[src/rtl/id_regfile_scoreboard.sv]
// Decode-stage register file with write-back bypass and a per-register pending-write scoreboard.
// Optional hazard-stall statistics counter enabled by defining SB_STALL_STATS_EN.

module sb_reg_slot #(
    parameter int XLEN = 32,
    parameter int CNTW = 2
) (
    input  logic            clk,
    input  logic            rst,
    input  logic            we,
    input  logic [XLEN-1:0] wdata,
    input  logic            inc,
    output logic [XLEN-1:0] data,
    output logic [CNTW-1:0] cnt
);
    logic dec;

    // A write-back to an idle register still lands its data but must not wrap the counter.
    assign dec = we & (cnt != '0);

    always_ff @(posedge clk or posedge rst) begin
        if (rst) begin
            data <= '0;
            cnt  <= '0;
        end else begin
            if (we)
                data <= wdata;
            if (inc & ~dec)
                cnt <= cnt + 1'b1;
            else if (dec & ~inc)
                cnt <= cnt - 1'b1;
        end
    end
endmodule

module id_regfile_scoreboard #(
    parameter int XLEN = 32,
    parameter int NREG = 32,
    parameter int AW   = 5,
    parameter int NRD  = 2,
    parameter int CNTW = 2
) (
    input  logic                clk,
    input  logic                rst,
    input  logic                stall_i,
    input  logic                issue_valid_i,
    input  logic                issue_flush_i,
    input  logic                issue_wr_i,
    input  logic [AW-1:0]       issue_rd_i,
    input  logic [NRD*AW-1:0]   issue_rs_i,
    input  logic [NRD-1:0]      issue_use_i,
    output logic                issue_ready_o,
    output logic [NRD*XLEN-1:0] rd_data_o,
    input  logic                wb_en_i,
    input  logic [AW-1:0]       wb_addr_i,
    input  logic [XLEN-1:0]     wb_data_i,
    output logic [NREG-1:0]     busy_o,
    output logic                wb_err_o,
    output logic [31:0]         stall_cycles_o
);
    logic [NREG-1:0][XLEN-1:0] regs;
    logic [NREG-1:0][CNTW-1:0] cnt;
    logic [NRD-1:0]            hazard;
    logic                      wb_fire;
    logic                      issue_fire;
    logic                      sat;

    assign wb_fire    = wb_en_i & ~stall_i & (wb_addr_i != '0);
    assign issue_fire = issue_valid_i & issue_ready_o & ~issue_flush_i & ~stall_i;

    assign regs[0]   = '0;
    assign cnt[0]    = '0;
    assign busy_o[0] = 1'b0;

    for (genvar r = 1; r < NREG; r++) begin : g_slot
        sb_reg_slot #(.XLEN(XLEN), .CNTW(CNTW)) u_slot (
            .clk   (clk),
            .rst   (rst),
            .we    (wb_fire & (wb_addr_i == AW'(r))),
            .wdata (wb_data_i),
            .inc   (issue_fire & issue_wr_i & (issue_rd_i == AW'(r))),
            .data  (regs[r]),
            .cnt   (cnt[r])
        );
        assign busy_o[r] = |cnt[r];
    end

    for (genvar k = 0; k < NRD; k++) begin : g_rd
        logic [AW-1:0] rs;
        logic          wb_hit;
        assign rs     = issue_rs_i[k*AW +: AW];
        assign wb_hit = wb_fire & (wb_addr_i == rs);
        assign rd_data_o[k*XLEN +: XLEN] = (rs == '0) ? '0 :
                                           wb_hit     ? wb_data_i : regs[rs];
        // The last outstanding write retiring this cycle resolves the operand via bypass.
        assign hazard[k] = issue_use_i[k] & (rs != '0) & (cnt[rs] != '0)
                         & ~(wb_hit & (cnt[rs] == CNTW'(1)));
    end

    assign sat = issue_wr_i & (issue_rd_i != '0) & (cnt[issue_rd_i] == '1)
               & ~(wb_fire & (wb_addr_i == issue_rd_i));

    assign issue_ready_o = ~|hazard & ~sat;

    always_ff @(posedge clk or posedge rst) begin
        if (rst)
            wb_err_o <= 1'b0;
        else if (wb_fire && cnt[wb_addr_i] == '0)
            wb_err_o <= 1'b1;
    end

`ifdef SB_STALL_STATS_EN
    logic [31:0] stall_cnt;

    always_ff @(posedge clk or posedge rst) begin
        if (rst)
            stall_cnt <= '0;
        else if (issue_valid_i & ~issue_ready_o & ~stall_i & ~issue_flush_i & (stall_cnt != '1))
            stall_cnt <= stall_cnt + 32'd1;
    end

    assign stall_cycles_o = stall_cnt;
`else
    assign stall_cycles_o = 32'd0;
`endif
endmodule
[config.mk]
export PLATFORM = sky130hd
export DESIGN_NAME = id_regfile_scoreboard
export DESIGN_NICKNAME = d
export VERILOG_FILES = /design/src/rtl/id_regfile_scoreboard.sv
export SDC_FILE = /design/constraint.sdc
export NUM_CORES = 2
export LEC_CHECK = 0
export ABC_CLOCK_PERIOD_IN_PS = 50600
export BUFFER_PORTS_ARGS = -buffer_cell sky130_fd_sc_hd__clkbuf_2
export CAP_MARGIN = 15
export CORE_ASPECT_RATIO = 1.25
export CORE_MARGIN = 5
export CORE_UTILIZATION = 68
export CTS_CLUSTER_DIAMETER = 100
export DETAILED_ROUTE_END_ITERATION = 10
export PLACE_DENSITY = 0.94
export SLEW_MARGIN = 20
export SYNTH_ARGS = -nofsm -noshare
export SYNTH_HDL_FRONTEND = slang
export SYNTH_SLANG_ARGS = --single-unit
[constraint.sdc]
create_clock -name clk -period 50.6 [get_ports clk]
set_clock_uncertainty 0.15 [all_clocks]
set_input_delay 0 -clock clk [delete_from_list [all_inputs] [get_ports clk]]
set_output_delay 0 -clock clk [all_outputs]
set_load 0.01 [all_outputs]
==> key figures <==
Setup path
  • Largest fanout on the critical path: 143
  • Crit path kind: input port to output port
  • Reg2Reg Depth: 11
  • Max stage delay on crit path: 950 ps
  • CP required: just over 50000 ps
  • R2r setup slk: 47080 ps
  • RR Startpoint: g_slot[21].u_slot.cnt[0]$_DFFE_PP0P_
  • CP Cell Sequence: buf_8 -> buf_12 -> buf_4 -> mux4_2 -> mux2i_1 -> a2111oi_0 -> a21oi_1 -> o21ai_1 -> clkbuf_2
  • CP Capture Type: output port
  • Slowest cell on crit path: buf_4
  • WP data arrival: 4300 ps
  • Reg2Reg Capture Point: g_slot[13].u_slot.cnt[1]$_DFFE_PP0P_
  • Startpoint Class: input port

Synth
  • Cell taking the most area after synthesis: dfrtp_1
  • Top FF cell, synth: dfrtp_1
  • Async SR Flop Fraction: 100.0%
  • Avg Inst Size Synth: approximately 15 um^2
  • Synth warn: 0
  • Unique masters post-synth: approximately 60
  • Post-synth top area share: 44.39%
  • Mapped cell area: between 50000 and 60000 um^2
  • #FFs+latches synth: roughly 1.1k
  • Ranking of synthesized cells by area: dfrtp_1, mux4_2, mux2_2
  • Seq/Total Area, Yosys: 44.39%
  • Post-Syn Instances: 4025
  • Post-synth EDFFs: 0

CTS
  • CTS root buffer: clkbuf_16
  • Clock Sinks: 1055
  • Post-CTS Resized: 0
  • CTS clk-pin slew, worst paths: 70 ps
  • H-tree Lvls: 3
  • CTS tree: built
  • Max clock buf depth: 3
  • Clock Latency Late Sink: 690 ps
  • TritonCTS Buffers: 97

Route
  • Final WL: around 190 mm
  • First-pass detailed-route iteration total: 9
  • Drc violations: 0
  • Via/cell ratio: 7.908
  • Wire length per cell: between 30 and 40 um
  • Via count: between 40k and 50k
  • Initial DRC count: 6177
  • DRT antenna net count: 0

STA
  • Hold Vio Cnt, Final: 0
  • Setup WS post-layout: 46150 ps
  • # setup viols final: 0
  • Max_slew headroom: 11.70%
  • Sum of negative setup slack: 0 ps
  • Period minus WS final: 4449 ps
  • Final worst-path cycle share: 8.792%
  • RSZ-0062 raised after global routing: false
  • Tightest Pin Transition: 1291 ps
  • Achievable frequency: 0.2248 GHz
  • Slew Limit Fails: 0

Final layout
  • Final core occ: 74.16%
  • Fill count: 4551
  • Nets: between 4k and 5k
  • Layout area overhead: 8.349%
  • Fraction of layout cells with a size suffix above 1: between 50% and 60%
  • Fin cells: 5222

GRT
  • Number of global-route vias before repair: 44.46k
  • Gr ovfl total: 0
  • Tot GR Track Use: 40.03%
  • Largest net degree at the start of global routing: approximately 170
  • Initial antenna violation count: 3
  • First-pass GRT wire length: about 280 mm

Place
  • Placed insts: 4995
  • DP HPWL: 95.84 mm
  • I/O Buffers: 157
  • Setup WS pre-CTS: 46160 ps
  • RePlAce Congestion: approximately 0.94

Power and ir drop
  • Pwr Density: 36.11 nW/um^2
  • Leak: 28.99 nW
  • Worst vdd ir: 27.13 uV

Hold path
  • Hold depth: 2
  • Worst Hold End: g_slot[1].u_slot.data[30]$_DFFE_PP0P_
  • Hold Startpoint: wb_data_i[30]
  • Min-delay worst type: input port to flip-flop

Floorplanning
  • Die X-Extent: 274.5 um
  • Die footprint: 93520 um^2
  • Chip height: 340.7 um
  • Starting density of the core: 68.45%
  • Num rows: 121
  • Core region area: 86900 um^2
  • I/O pin count: 191

Run status
  • Outcome: finished clean

Job
  • Max-Cap Viols: 0
-- logic make-up (layout without fill, tap and decap cells) --
family | after synthesis | in the layout | synth area share (%)
buffers and inverters | 464 | 456 | 3.746
adders and majority gates | 31 | 31 | 0.6521
other | 1 | 38 | 0.006305
muxes | 1731 | 1731 | 43.60
AOI/OAI and AO/OA | 234 | 234 | 2.785
DFF | 1055 | 1055 | 44.39
and+or+nand+nor | 401 | 401 | 3.231
xor gates and xnor gates | 108 | 108 | 1.590
-- stage by stage --
stage | hold WS, ps | total power, mW | area [um^2]
6_report | 68.35 | 2.327 | 64450
5_1_grt | 53.18 | 2.390 | 64430
4_1_cts | 10.10 | 2.304 | 64390
3_5_place_dp | 88.94 | 1.485 | 60490
3_3_place_gp | 79.85 | 1.450 | 60490
2_1_floorplan | 1.694 | 1.364 | 59600
-- what timing repair did --
| item | in CTS | in global routing |
|---|---|---|
| hold buffers | 40 | 0 |
| setup buffers | 0 | 0 |
| endpoints found under the hold margin | 1057 | 0 |
-- Yosys cell counts, types with 2 or more instances --
cell / n
dfrtp_1: 1055
and3b_1: 3
a2111oi_0: 31
nor2_1: 134
o21ai_0: 4
xor2_1: 71
nor4b_1: 2
a21oi_1: 66
o22ai_1: 2
clkbuf_1: 220
inv_1: 8
a311oi_1: 3
a31oi_1: 2
a221oi_1: 37
nand2_1: 92
a22oi_1: 3
nor3_2: 10
nand2b_1: 9
nor2b_1: 14
mux2i_1: 80
nand3b_1: 6
buf_6: 13
nor3_1: 28
nand4_1: 10
and3_1: 2
o21ai_1: 31
o31ai_1: 2
o211ai_1: 4
ha_1: 31
a22o_1: 35
buf_4: 60
buf_1: 31
xnor2_1: 37
mux4_2: 581
a211oi_1: 2
and2_1: 2
or3_1: 2
mux2_2: 1070
buf_2: 131
nand3_1: 49
or2_2: 31
o41ai_1: 2
-- state kept, by name, indices dropped and copies added, names as in the netlist --
signal / cells
g_slot.u_slot.cnt: 62
wb_err_o: 1
g_slot.u_slot.data: 992
-- layout by cell type, fill, tap and decap left out, drive strengths merged, types with 40 or more instances in the layout --
cell type and count:
dfrtp 1055, mux4 581, buf 79, nand2 92, nand3 49, nor2 134
mux2i 80, xor2 71, a21oi 66, clkbuf 273, dlygate4sd3 40, mux2 1070
-- layer usage --
layer | track usage, % | part of all wire, % | vias up
met5 | 0 | 0 | -
met4 | 30.14 | 9.4 | 0
met3 | 14.01 | 14 | 1250
met2 | 59.79 | 46 | 3854
met1 | 48.08 | 31 | 20914
li1 | - | - | 15275
-- power breakdown --
group	internal [mW]	switching [mW]
Sequential	0.955	0.105
Combinational	0.245	0.203
Clock	0.465	0.353
-- worst max-delay path by stage --
stage / start / end / slack [ps] / cells past startpoint
after global placement: issue_rs_i[5] / rd_data_o[44] / 46080 / 9
after CTS: issue_rs_i[5] / rd_data_o[46] / 46050 / 9
after global routing: rst / g_slot[9].u_slot.data[9]$_DFFE_PP0P_ / 45830 / 7
after detailed placement: issue_rs_i[5] / rd_data_o[44] / 46160 / 9
final: issue_rs_i[6] / rd_data_o[53] / 46150 / 9
after floorplan: rst / g_slot[10].u_slot.cnt[0]$_DFFE_PP0P_ / 20750 / 1
-- area by class of cell --
class | count | area (um^2) | area share, %
multi-input cells | 2538 | 31180 | 48.39
flip-flops and latches | 1055 | 26400 | 40.97
clock buffers | 125 | 2765 | 4.291
repair buffers | 267 | 1846 | 2.864
well taps | 1168 | 1461 | 2.268
clock inverters | 55 | 734.5 | 1.140
inverters | 9 | 41.29 | 0.06407
diodes | 5 | 12.51 | 0.01941
-- worst max-delay path: cells and delay by family --
family	cells	cell delay, ps
compound gates	3	1200
buf+inv	4	2310
mux	2	490
Power figures use the tool's default switching activity.
